## src/rtl/pcf8591_pkg.sv

```systemverilog
// Shared types and constants for the PCF8591 DAC/ADC scan sequencer.
package pcf8591_pkg;

    // Sequencer states
    typedef enum logic [2:0] {
        S_INIT    = 3'd0,
        S_DA_REQ  = 3'd1,
        S_DA_WAIT = 3'd2,
        S_GAP     = 3'd3,
        S_AD_REQ  = 3'd4,
        S_AD_WAIT = 3'd5,
        S_UPDATE  = 3'd6
    } state_t;

    // Control byte base: analog output on, four single-ended inputs, no auto-increment
    localparam logic [7:0] CTRL_BASE = 8'h40;

    // DAC generator modes; code 3 behaves like fixed
    localparam logic [1:0] DAC_RAMP      = 2'd0;
    localparam logic [1:0] DAC_FIXED     = 2'd1;
    localparam logic [1:0] DAC_TRI       = 2'd2;
    localparam logic [1:0] DAC_FIXED_ALT = 2'd3;

    // Width of one per-channel millivolt result
    localparam int MV_W = 12;

    // Scale an 8-bit ADC average to millivolts: (vref * avg) >> 8
    function automatic logic [MV_W-1:0] mv_scale(input logic [11:0] vref, input logic [7:0] avg);
        logic [19:0] prod;
        prod = 20'(vref) * 20'(avg);
        return prod[19:8];
    endfunction

endpackage

```

## src/rtl/pcf8591_dac_gen.sv

```systemverilog
// DAC code generator: ramp, triangle or fixed value, stepped once per completed write.
module pcf8591_dac_gen
    import pcf8591_pkg::*;
(
    input  logic       clk_pcf8591,
    input  logic       rst,
    input  logic       latch,
    input  logic       step,
    input  logic [1:0] mode,
    input  logic [7:0] set,
    output logic [7:0] code
);

    logic [7:0] code_r;
    logic [1:0] mode_r;
    logic       down_r;
    logic       fixed_s;

    // Code offered for the next write; fixed mode takes the live set value
    always_comb begin
        fixed_s = (mode == DAC_FIXED) || (mode == DAC_FIXED_ALT);
        if (fixed_s) begin
            code = set;
        end else begin
            code = code_r;
        end
    end

    // Mode is latched at the write request; the code advances after the write completes
    always_ff @(posedge clk_pcf8591 or posedge rst) begin
        if (rst) begin
            code_r <= 8'd0;
            mode_r <= 2'd0;
            down_r <= 1'b0;
        end else if (latch) begin
            mode_r <= mode;
            if (fixed_s) begin
                code_r <= set;
            end else begin
                code_r <= code_r;
            end
        end else if (step) begin
            case (mode_r)
                DAC_RAMP: begin
                    code_r <= code_r + 8'd1;
                end
                DAC_TRI: begin
                    if (!down_r) begin
                        if (code_r == 8'd255) begin
                            code_r <= 8'd254;
                            down_r <= 1'b1;
                        end else begin
                            code_r <= code_r + 8'd1;
                        end
                    end else begin
                        if (code_r == 8'd0) begin
                            code_r <= 8'd1;
                            down_r <= 1'b0;
                        end else begin
                            code_r <= code_r - 8'd1;
                        end
                    end
                end
                default: begin
                    code_r <= code_r;
                end
            endcase
        end else begin
            code_r <= code_r;
        end
    end

endmodule

```

## src/rtl/pcf8591_scan.sv

```systemverilog
// PCF8591 sequencer: DAC output generation plus round-robin averaged ADC scan in mV.
module pcf8591_scan
    import pcf8591_pkg::*;
#(
    parameter int NUM_CH      = 4,
    parameter int V_REF       = 3300,
    parameter int AVG_SHIFT   = 2,
    parameter int INIT_WAIT   = 100,
    parameter int SAMPLE_WAIT = 128906,
    parameter int TIMEOUT     = 200000
) (
    input  logic                   clk_pcf8591,
    input  logic                   rst,
    input  logic [1:0]             dac_mode,
    input  logic [7:0]             dac_set,
    output logic                   i2c_rh_wl_pcf8591,
    output logic                   i2c_exec_pcf8591,
    output logic [15:0]            i2c_addr_pcf8591,
    output logic [7:0]             i2c_data_w_pcf8591,
    input  logic [7:0]             i2c_data_r_pcf8591,
    input  logic                   i2c_done_pcf8591,
    output logic [7:0]             dac_code,
    output logic [NUM_CH*MV_W-1:0] ch_mv,
    output logic                   ch_valid,
    output logic [1:0]             ch_idx,
    output logic                   err_timeout
);

    localparam int ACC_W = 8 + AVG_SHIFT;
    localparam int SMP_W = AVG_SHIFT + 1;

    state_t                  state_r;
    logic [31:0]             wait_cnt_r;
    logic [1:0]              cur_ch_r;
    logic                    dummy_r;
    logic [ACC_W-1:0]        acc_r;
    logic [SMP_W-1:0]        smp_r;
    logic                    exec_r;
    logic                    rh_wl_r;
    logic [15:0]             addr_r;
    logic [7:0]              data_w_r;
    logic [7:0]              dac_code_r;
    logic [NUM_CH*MV_W-1:0]  ch_mv_r;
    logic                    ch_valid_r;
    logic [1:0]              ch_idx_r;
    logic                    err_timeout_r;

    logic                    gen_latch_s;
    logic                    gen_step_s;
    logic [7:0]              gen_code_s;
    logic [7:0]              avg_s;
    logic [MV_W-1:0]         mv_s;
    logic [15:0]             ctrl_s;
    logic                    last_smp_s;
    logic                    last_ch_s;
    logic                    wait_exp_s;

    pcf8591_dac_gen u_dac_gen (
        .clk_pcf8591 (clk_pcf8591),
        .rst         (rst),
        .latch       (gen_latch_s),
        .step        (gen_step_s),
        .mode        (dac_mode),
        .set         (dac_set),
        .code        (gen_code_s)
    );

    // Decode helpers: generator handshake, averaging/scaling and loop terminations
    always_comb begin
        gen_latch_s = (state_r == S_DA_REQ);
        gen_step_s  = (state_r == S_DA_WAIT) && i2c_done_pcf8591;
        avg_s       = 8'(acc_r >> AVG_SHIFT);
        mv_s        = mv_scale(12'(V_REF), avg_s);
        ctrl_s      = {8'h00, CTRL_BASE | {6'b000000, cur_ch_r}};
        last_smp_s  = (smp_r == SMP_W'((1 << AVG_SHIFT) - 1));
        last_ch_s   = (cur_ch_r == 2'(NUM_CH - 1));
        wait_exp_s  = (wait_cnt_r >= 32'(TIMEOUT));
    end

    // Main sequencer with registered I2C request and result outputs
    always_ff @(posedge clk_pcf8591 or posedge rst) begin
        if (rst) begin
            state_r       <= S_INIT;
            wait_cnt_r    <= 32'd0;
            cur_ch_r      <= 2'd0;
            dummy_r       <= 1'b0;
            acc_r         <= '0;
            smp_r         <= '0;
            exec_r        <= 1'b0;
            rh_wl_r       <= 1'b0;
            addr_r        <= 16'd0;
            data_w_r      <= 8'd0;
            dac_code_r    <= 8'd0;
            ch_mv_r       <= '0;
            ch_valid_r    <= 1'b0;
            ch_idx_r      <= 2'd0;
            err_timeout_r <= 1'b0;
        end else begin
            exec_r     <= 1'b0;
            ch_valid_r <= 1'b0;
            case (state_r)
                S_INIT: begin
                    if (wait_cnt_r + 32'd1 >= 32'(INIT_WAIT)) begin
                        wait_cnt_r <= 32'd0;
                        state_r    <= S_DA_REQ;
                    end else begin
                        wait_cnt_r <= wait_cnt_r + 32'd1;
                    end
                end
                S_DA_REQ: begin
                    exec_r     <= 1'b1;
                    rh_wl_r    <= 1'b0;
                    addr_r     <= ctrl_s;
                    data_w_r   <= gen_code_s;
                    wait_cnt_r <= 32'd0;
                    state_r    <= S_DA_WAIT;
                end
                S_DA_WAIT: begin
                    if (i2c_done_pcf8591) begin
                        dac_code_r <= data_w_r;
                        wait_cnt_r <= 32'd0;
                        state_r    <= S_GAP;
                    end else if (wait_exp_s) begin
                        err_timeout_r <= 1'b1;
                        acc_r         <= '0;
                        smp_r         <= '0;
                        dummy_r       <= 1'b1;
                        wait_cnt_r    <= 32'd0;
                        state_r       <= S_GAP;
                    end else begin
                        wait_cnt_r <= wait_cnt_r + 32'd1;
                    end
                end
                S_GAP: begin
                    if (wait_cnt_r + 32'd1 >= 32'(SAMPLE_WAIT)) begin
                        wait_cnt_r <= 32'd0;
                        state_r    <= S_AD_REQ;
                    end else begin
                        wait_cnt_r <= wait_cnt_r + 32'd1;
                    end
                end
                S_AD_REQ: begin
                    exec_r     <= 1'b1;
                    rh_wl_r    <= 1'b1;
                    addr_r     <= ctrl_s;
                    wait_cnt_r <= 32'd0;
                    state_r    <= S_AD_WAIT;
                end
                S_AD_WAIT: begin
                    if (i2c_done_pcf8591) begin
                        wait_cnt_r <= 32'd0;
                        if (dummy_r) begin
                            // Stale conversion from the previous channel: drop it and re-read
                            dummy_r <= 1'b0;
                            state_r <= S_AD_REQ;
                        end else begin
                            acc_r <= acc_r + ACC_W'(i2c_data_r_pcf8591);
                            smp_r <= smp_r + SMP_W'(1);
                            if (last_smp_s) begin
                                state_r <= S_UPDATE;
                            end else begin
                                state_r <= S_DA_REQ;
                            end
                        end
                    end else if (wait_exp_s) begin
                        err_timeout_r <= 1'b1;
                        acc_r         <= '0;
                        smp_r         <= '0;
                        dummy_r       <= 1'b1;
                        wait_cnt_r    <= 32'd0;
                        state_r       <= S_GAP;
                    end else begin
                        wait_cnt_r <= wait_cnt_r + 32'd1;
                    end
                end
                S_UPDATE: begin
                    for (int k = 0; k < NUM_CH; k++) begin
                        if (cur_ch_r == 2'(k)) begin
                            ch_mv_r[k*MV_W +: MV_W] <= mv_s;
                        end
                    end
                    ch_valid_r <= 1'b1;
                    ch_idx_r   <= cur_ch_r;
                    acc_r      <= '0;
                    smp_r      <= '0;
                    if (last_ch_s) begin
                        cur_ch_r <= 2'd0;
                    end else begin
                        cur_ch_r <= cur_ch_r + 2'd1;
                    end
                    dummy_r <= (NUM_CH > 1);
                    state_r <= S_DA_REQ;
                end
                default: begin
                    state_r <= S_INIT;
                end
            endcase
        end
    end

    assign i2c_exec_pcf8591   = exec_r;
    assign i2c_rh_wl_pcf8591  = rh_wl_r;
    assign i2c_addr_pcf8591   = addr_r;
    assign i2c_data_w_pcf8591 = data_w_r;
    assign dac_code           = dac_code_r;
    assign ch_mv              = ch_mv_r;
    assign ch_valid           = ch_valid_r;
    assign ch_idx             = ch_idx_r;
    assign err_timeout        = err_timeout_r;

endmodule

```

## config.mk

```make
export PLATFORM = sky130hd
export DESIGN_NAME = pcf8591_scan
export DESIGN_NICKNAME = d
export VERILOG_FILES = /design/src/rtl/pcf8591_pkg.sv /design/src/rtl/pcf8591_dac_gen.sv /design/src/rtl/pcf8591_scan.sv
export SDC_FILE = /design/constraint.sdc
export NUM_CORES = 1
export LEC_CHECK = 0
export ABC_AREA = 1
export BUFFER_PORTS_ARGS = -buffer_cell sky130_fd_sc_hd__buf_2
export CAP_MARGIN = 20
export CORE_ASPECT_RATIO = 1.25
export CORE_UTILIZATION = 54
export CTS_CLUSTER_SIZE = 40
export DETAILED_ROUTE_END_ITERATION = 12
export PLACE_DENSITY = 0.77
export REMOVE_ABC_BUFFERS = 1
export SETUP_SLACK_MARGIN = 0.5
export SLEW_MARGIN = 20
export SYNTH_ARGS = -nofsm -noshare
export SYNTH_HDL_FRONTEND = slang
export SYNTH_SLANG_ARGS = --single-unit
```

## constraint.sdc

```tcl
create_clock -name clk_pcf8591 -period 4.2 [get_ports clk_pcf8591]
set_input_delay 0.84 -clock clk_pcf8591 [delete_from_list [all_inputs] [get_ports clk_pcf8591]]
set_output_delay 0.84 -clock clk_pcf8591 [all_outputs]
set_load 0.01 [all_outputs]
```

* After elaboration in Yosys (flattened, before gate mapping)
Cells that the tools add are included.
** Cells by class
- Add/sub/neg operators :: 6
- Multiply operators :: 1
- Order comparisons :: 3
- Equality and inequality tests :: 18
- Multiplexer cells :: 41
- Bitwise logic cells :: 2
- Reductions and logical operators :: 24
** Operator list (number)
- 32-bit two-way mux :: 4
- 32-bit case mux with 4 select lines :: 1
- 8-bit two-way mux :: 6
- 10-bit two-way mux :: 4
- 3-bit two-way mux :: 11
- 32-bit by 1-bit adder with 32-bit output, second input constant :: 1
- 32-bit by 17-bit greater-or-equal comparator with 1-bit output, second input constant :: 1
- 32-bit by 18-bit greater-or-equal comparator with 1-bit output, second input constant :: 1
- 32-bit by 7-bit greater-or-equal comparator with 1-bit output, second input constant :: 1
- 10-bit case mux with 3 select lines :: 1
- 3-bit case mux with 7 select lines :: 1
- 10-bit by 8-bit multiplier with 18-bit output, first input constant :: 1
- 8-bit case mux with 2 select lines :: 1
- 2-bit AND reduction :: 8
- 10-bit by 8-bit adder with 10-bit output :: 1
- 3-bit by 2-bit == test with 1-bit output, second input constant :: 3
- 3-bit == test, second input constant :: 3
- 3-bit case mux with 3 select lines :: 1
- 3-bit AND reduction :: 3
- 8-bit by 1-bit adder with 8-bit output, second input constant :: 1
- 2-bit == test, second input constant :: 4
- 8-bit == test, second input constant :: 1
- 8-bit zero test :: 1
- 1-bit two-way mux :: 8
- 19 further kinds :: 27
** Storage, ports and cells
- Bits in registers :: 135
- Bits of input ports :: 21
- Output and inout port bits :: 86
- Logic and storage cells :: 116

* Logic depth before layout (Yosys ltp)
Gate-level depths: netlist of run 1.
- Depth after elaboration :: 6
- Gate-level depth with buffers :: 18
- Gate-level depth less buffers :: 18

* By module
From an unflattened synthesis of run 1, not the netlist that was laid out.
** Second synthesis, totals
- Cells, all modules :: 1348
- Area, all modules :: 9765.6 sq um
** By module, submodules not included
- pcf8591_scan :: instances 1, cells each 1168, area each 8654.6 sq um
- pcf8591_dac_gen :: instances 1, cells each 180, area each 1111.1 sq um

* Least setup slack after synthesis of run 1
No wires, ideal clock.
- Kind :: flip-flop to flip-flop
- From :: register acc_r[7]
- To :: register ch_mv_r[7] (netlist: ch_mv[7])
- Arrival :: 3.958 ns
- Data required time :: 4.082 ns
- Path slack :: 0.124 ns
- Cell stages (with the launch flop) :: 18
- Path buffers :: 0
- Clock period less this slack :: 4.076 ns
- Path through :: dfrtp_1 > fa_1 > inv_1 > fa_1 > inv_1 > fa_1 > inv_1 > fa_1 > inv_1 > ha_1 > nand2_1 > o21ai_0 > a21oi_1 > or2_2 > a21oi_1 > nand2_1 > nand3_1 > nand2_1
** On the way
- Longest elaborated chain between the ends :: 1
** RTL lines
- from (decl) :: RTL line pcf8591_scan.sv:36 : logic [ACC_W-1:0] acc_r;
- from (signal assigned) :: RTL line pcf8591_scan.sv:157 : acc_r <= acc_r + ACC_W'(i2c_data_r_pcf8591);
- 10-bit by 8-bit multiplier with 18-bit output :: RTL line pcf8591_pkg.sv:30 : prod = 20'(vref) * 20'(avg);
- to (signal, indexed assignment) :: RTL line pcf8591_scan.sv:179 : ch_mv_r[k*MV_W +: MV_W] <= mv_s;
- to (decl) :: RTL line pcf8591_scan.sv:43 : logic [NUM_CH*MV_W-1:0] ch_mv_r;
No other way between the ends.
A chain may end at the register's enable or synchronous reset.

* Worst setup path after layout of run 1
- From :: register acc_r[7]
- To :: register ch_mv_r[10] (netlist: ch_mv[10])
Same word-level chain as after synthesis.

==> impl_metrics.ini, run 1 <==
[outcome]
status = finished, final reports clean

[place]
dp_cells = 1531
hpwl_mm = 17.3
portBuffers = 93
detailed_place.area_mm2 = 0.00980
gp_congestion = 0.954
dpl_worst_slack_ns = -0.0696

[setup_path]
startpoint_type = register
slowest_delay_ns = 0.57
cp-end-kind = register
startpoint = acc_r[7]
cpMaxStageDelayCell = fa_1
crit_family = adder cells
path_depth = 16
crit_arrival_ns = 4.38
crit_buf_inv = 4
rr_worst_depth = 16
cp_cell_sequence = fa_1 > inv_2 > fa_1 > inv_2 > fa_1 > inv_2 > fa_1 > inv_2 > ha_4 > nand2_1 > nor2_1 > a21o_1 > nand3_2 > o21ai_2 > xor2_2 > o21ai_1
required_ns = 4.47
crit_fanout = 4
crit_end = ch_mv[10]
rr_endpoint = ch_mv[10]
r2r_start = acc_r[7]
rrSetupSlack_ns = 0.09
critical_path_class = register to register

[clock_network]
clk_path_buf_depth = 2
cts_buffers = 17
htreeDepth = 4
cts_tree = done
cts.sink_count = 135
clkTransAtPathRegs_ns = 0.06
ctsHoldBuffers = 0
insertion_delay_ns = 0.43
clock-root-buffer = clkbuf_16

[detailed_routing]
drc_errors = 0
wirelength_met1_mm = 10.1
drtIter0Drc = 690
routed-wl-met3_mm = 1.39
ant_nets = 0
wl_mm = 23.7
via_count = 8497
wl_per_cell_um = 15.1
dr_wl_met2_mm = 11.7
highest_layer = met4
vias_per_cell = 5.42
drtPass1Iterations = 5

[cells_and_area]
drive_gt1_frac = 0.168
utilization = 0.655
antenna_cells = 0
fin_cells = 1569
area_growth_pct = 17.2
nets = 1434
final_area_mm2 = 0.0107

[pwr]
ir_drop_mv = 0.736
p_per_area_mw_per_mm2 = 859
p_leak_nw = 5.57

[min_path]
min_path_cells = 1
hold_path_class = register to register

[timing]
maxSlewViolCount = 0
fin_crit_ns = 4.11
final-setup-viol-count = 0
finalCritPeriodShare = 0.978
finClkSkew_ns = 0.00952
worstMarginPinSlew_ns = 0.909
clock.fmax_ghz = 0.244
setup_slack_ns = 0.0942
rsz0062_at_grt = true
holdWs_ns = 0.460
hold_violations = 0
slew_headroom = 0.391

[synthesis]
synth_cell_types = 50
syn_avg_cell_area_um2 = 7.38
synthFlopType = dfrtp_1
synth_largest_area_cell = dfrtp_1
ys.warnings.count = 0
ys_async_sr_fraction = 1.00
synth-edff-count = 0
synth.most_common_cell = nand2_1
synthTopCellsByCount = nand2_1 (378), inv_1 (144), dfrtp_1 (135), nor2_1 (112), o21ai_0 (91)
synth_cells = 1237
synth_seq_cells = 135
syn_area_mm2 = 0.00913
yosys.area.top_type_share = 0.370
ys_top_cells_by_area = dfrtp_1 (37%), nand2_1 (16%), ha_1 (7.5%)
yosysSeqAreaShare = 0.370

[run]
cap_violations = 0

[die]
design.core.area_mm2 = 0.0163
rows = 52
dieArea_mm2 = 0.0174
die_h_um = 147
dieWidth_um = 118
start_util = 0.559
io_pins = 107

[grt]
grt_pass1_wl_mm = 38.4
track_usage = 0.276
grt_overflow = 0
antenna_found_initial = 0
grt_pass1_vias = 7969
grt_max_degree = 89
where the power goes:
group          leakage (nW)  switching [W]  total (W)  internal (W)
clock network         0.294       0.000590    0.00160       0.00101
registers              1.78       0.000317    0.00201       0.00170
logic                  3.50        0.00341    0.00557       0.00216
total                  5.57        0.00432    0.00919       0.00487
area by class of cell:
cell class / instances / area, um^2
clock inverters: 11 / 170
inverters: 155 / 587
well taps: 216 / 270
fillers: 1406 / 5630
flip-flops and latches: 135 / 3380
multi-input cells: 922 / 5250
repair buffers: 109 / 589
clock buffers: 21 / 450
placed cells by master (no fill, tap or decap), drive strengths merged, types with 13 or more instances in the layout:
master,instances
xor2,13
dfrtp,135
clkbuf,21
nand3,71
conb,13
fa,18
nand2,387
ha,55
nand4,30
a21oi,50
buf,109
o21ai,96
nor2,127
inv,153
metrics by stage:
stage | setup TNS [ns] | power [W]
after floorplan | -33.90 | 0.00507
after global placement | 0 | 0.00629
after detailed placement | -0.370 | 0.00639
after CTS | 0 | 0.00873
after global routing | -0.162 | 0.00988
final | 0 | 0.00919
metal layers:
metal | GRT usage | vias to the layer above
li1 | - | 4169
met1 | 0.350 | 4002
met2 | 0.461 | 281
met3 | 0.0590 | 45
met4 | 0.107 | 0
met5 | 0 | -
cell families (layout without fill, tap and decap cells):
| logic type | Yosys count | in the layout | synth area share |
|---|---|---|---|
| adders and majority gates | 73 | 73 | 0.115 |
| and+or+nand+nor | 633 | 633 | 0.298 |
| AOI/OAI and AO/OA | 184 | 184 | 0.112 |
| DFF | 135 | 135 | 0.370 |
| other | 1 | 13 | 0.000411 |
| xor gates and xnor gates | 19 | 19 | 0.0191 |
| buffers and inverters | 192 | 296 | 0.0846 |
state kept, by name, indices dropped and copies added (netlist names):
name,flops
i2c_addr_pcf8591,3
ch_valid,1
dummy_r,1
i2c_rh_wl_pcf8591,1
i2c_exec_pcf8591,1
err_timeout,1
acc_r,10
u_dac_gen.mode_r,2
dac_code,8
ch_idx,2
u_dac_gen.code_r,8
i2c_data_w_pcf8591,8
wait_cnt_r,32
smp_r,3
ch_mv,48
u_dac_gen.down_r,1
state_r,3
cur_ch_r,2
worst register-to-register path, cell delays in order, from the launching register on:
cell     delay, ns
dfrtp_1       0.41
fa_1          0.57
inv_2         0.04
fa_1          0.50
inv_2         0.04
fa_1          0.49
inv_2         0.04
fa_1          0.51
inv_2         0.05
ha_4          0.30
nand2_1       0.08
nor2_1        0.10
a21o_1        0.19
nand3_2       0.11
o21ai_2       0.20
xor2_2        0.22
o21ai_1       0.10
worst min-delay path by stage:
stage	start	to	slack, ns
6_report	i2c_addr_pcf8591[6]	i2c_addr_pcf8591[6]	0.46
2_1_floorplan	u_dac_gen.mode_r[1]	u_dac_gen.mode_r[1]	0.44
5_1_grt	u_dac_gen.mode_r[1]	u_dac_gen.mode_r[1]	0.50
4_1_cts	i2c_addr_pcf8591[6]	i2c_addr_pcf8591[6]	0.47
3_3_place_gp	i2c_addr_pcf8591[6]	i2c_addr_pcf8591[6]	0.45
3_5_place_dp	i2c_addr_pcf8591[6]	i2c_addr_pcf8591[6]	0.45
repair_timing:
item,in CTS,in global routing
resized for setup,44,26
pin swaps,16,9
buffers inserted,3,3
endpoints found under the setup margin,30,33
Note: power is estimated with default switching activity, not from simulation.
==> inputs of run 2 (changes only) <==
--- a/config.mk
+++ b/config.mk
@@ -9,12 +9,12 @@
 export BUFFER_PORTS_ARGS = -buffer_cell sky130_fd_sc_hd__buf_2
 export CAP_MARGIN = 20
 export CORE_ASPECT_RATIO = 1.25
-export CORE_UTILIZATION = 54
+export CORE_UTILIZATION = 60
 export CTS_CLUSTER_SIZE = 40
 export DETAILED_ROUTE_END_ITERATION = 12
-export PLACE_DENSITY = 0.77
+export PLACE_DENSITY = 0.81
 export REMOVE_ABC_BUFFERS = 1
-export SETUP_SLACK_MARGIN = 0.5
+export SETUP_SLACK_MARGIN = 0.02
 export SLEW_MARGIN = 20
 export SYNTH_ARGS = -nofsm -noshare
 export SYNTH_HDL_FRONTEND = slang
==> constraint.sdc (replaced) <==
create_clock -name clk_pcf8591 -period 5.2 [get_ports clk_pcf8591]
set_input_delay 1.04 -clock clk_pcf8591 [delete_from_list [all_inputs] [get_ports clk_pcf8591]]
set_output_delay 1.04 -clock clk_pcf8591 [all_outputs]
set_load 0.01 [all_outputs]
==> run 2 against run 1 <==
- the flow now finishes with violations (design-rule violations)
- register-to-register slack improved by 0.58 ns
- wire length decreased by 0.92%
- first-iteration DRC count increased by 8.8%
- largest cell class unchanged
- highest routed layer unchanged
- clock skew decreased by 0.0028 ns
- die area decreased by 9.9%
- clock power decreased by 22%
==> impl_metrics.ini, run 2 (synthesis gave the netlist of run 1 again) <==
[outcome]
status = complete, but fails checks
violations = design-rule violations

[timing]
maxSlewViolCount = 0
clock.fmax_ghz = 0.221
fin_crit_ns = 4.53
hold_violations = 0
final-setup-viol-count = 0
finClkSkew_ns = 0.00669
worstMarginPinSlew_ns = 0.920
rsz0062_at_grt = false
slew_headroom = 0.385
setup_slack_ns = 0.673
finalCritPeriodShare = 0.871
setup_tns_ns = 0

[detailed_routing]
ant_nets = 0
via_count = 8477
vias_per_cell = 5.57
drc_errors = 2
wl_per_cell_um = 15.4
drtIter0Drc = 751
drtPass1Iterations = 9
wl_mm = 23.5

[clock_network]
htreeDepth = 4
clk_path_buf_depth = 2
cts_tree = done
clkTransAtPathRegs_ns = 0.06
post-cts-setup-buffer-count = 0
cts.sink_count = 135
post_cts_resized = 0
insertion_delay_ns = 0.43
ctsHoldBuffers = 0
clock-root-buffer = clkbuf_16
cts_buffers = 17

[grt]
grt_pass1_vias = 8031
grt_overflow = 0
track_usage = 0.310
antenna_found_initial = 0
grt_pass1_wl_mm = 38.5
grt_max_degree = 102

[setup_path]
rrSetupSlack_ns = 0.67
rr_endpoint = ch_mv[23]
cp_cell_sequence = fa_1 > inv_1 > fa_1 > inv_1 > fa_1 > inv_1 > fa_1 > inv_1 > ha_1 > nand2_1 > o21ai_0 > nand2_1 > nand3_1 > nand2_1 > a21oi_1 > nor2_1 > xor2_1 > o21ai_0
crit_arrival_ns = 4.80
rr_worst_depth = 18
crit_family = adder cells
critical_path_class = register to register
slowest_delay_ns = 0.58
cpMaxStageDelayCell = fa_1
crit_buf_inv = 4
startpoint_type = register
cp-end-kind = register
crit_fanout = 8
required_ns = 5.47
r2r_start = acc_r[7]

[cells_and_area]
drive_gt1_frac = 0.131
largest_register_ffs = 48
area_growth_pct = 12.9
final_common_cell = nand2_1
nets = 1420
final_cell_mix = nand2_1 (378), inv_1 (143), dfrtp_1 (135)
antenna_cells = 0

[min_path]
hold_path_class = register to register
min_from = i2c_addr_pcf8591[6]
hold_end = i2c_addr_pcf8591[6]
min_path_cells = 1

[place]
dpl_worst_slack_ns = 0.797
portBuffers = 93
hpwl_mm = 17.4
gp_congestion = 0.959

[die]
die_h_um = 140
io_pins = 107
dieWidth_um = 112
start_util = 0.613
dieArea_mm2 = 0.0157
design.core.area_mm2 = 0.0149
rows = 50

[pwr]
ir_drop_mv = 0.691
p_per_area_mw_per_mm2 = 630
p_leak_nw = 5.48

[run]
cap_violations = 0
-- run 2: changes by cell type in the layout (fill, tap and decap cells not counted), sizes merged --
cell	previous run	this run
clkbuf	21	18
clkinvlp	3	1
buf	109	95
inv	153	154
bufinv	4	3
clkinv	6	11
-- run 2: worst max-delay path by stage --
stage             start   endpoint  slack (ns)  cells past startpoint
2_1_floorplan       rst   acc_r[0]        0.55                      1
3_3_place_gp   acc_r[7]  ch_mv[22]        0.91                     16
3_5_place_dp   acc_r[7]  ch_mv[10]        0.80                     16
4_1_cts        acc_r[7]  ch_mv[23]        0.67                     18
5_1_grt        acc_r[7]  ch_mv[11]        0.34                     18
6_report       acc_r[7]  ch_mv[23]        0.67                     18
-- run 2: metal layers --
| layer | GRT usage | part of all wire | vias to the layer above | routed length [um] |
|---|---|---|---|---|
| li1 | - | - | 4144 | - |
| met1 | 0.386 | 0.42 | 3996 | 9900 |
| met2 | 0.528 | 0.49 | 274 | 11600 |
| met3 | 0.0597 | 0.053 | 63 | 1250 |
| met4 | 0.129 | 0.033 | 0 | 772 |
| met5 | 0 | 0 | - | 0 |
-- run 2: report_power, final --
group | internal, W | switching [W] | leakage [nW]
Sequential | 0.00137 | 0.000269 | 1.78
Combinational | 0.00127 | 0.00234 | 3.40
Clock | 0.000758 | 0.000491 | 0.295
Total | 0.00340 | 0.00310 | 5.48
-- run 2: metrics by stage --
| stage | cell area [um^2] | instances | utilization | total power, W | hold slack (ns) |
|---|---|---|---|---|---|
| floorplan | 8980 | 1212 | - | 0.00410 | 0.442 |
| global placement | 9690 | 1489 | 0.651 | 0.00504 | 0.448 |
| detailed placement | 9690 | 1489 | 0.651 | 0.00515 | 0.456 |
| CTS | 10300 | 1521 | 0.692 | 0.00646 | 0.471 |
| global route | 10300 | 1521 | 0.692 | 0.00703 | 0.491 |
| finish | 10300 | 1521 | 0.692 | 0.00649 | 0.467 |
-- run 2: cell type report --
cell class / instances / area, um^2
multi-input combinational: 922 / 5020
fill: 1267 / 4590
sequential: 135 / 3380
inverter: 155 / 587
timing repair buffer: 95 / 480
clock buffer: 18 / 429
tap: 182 / 228
clock inverter: 14 / 174
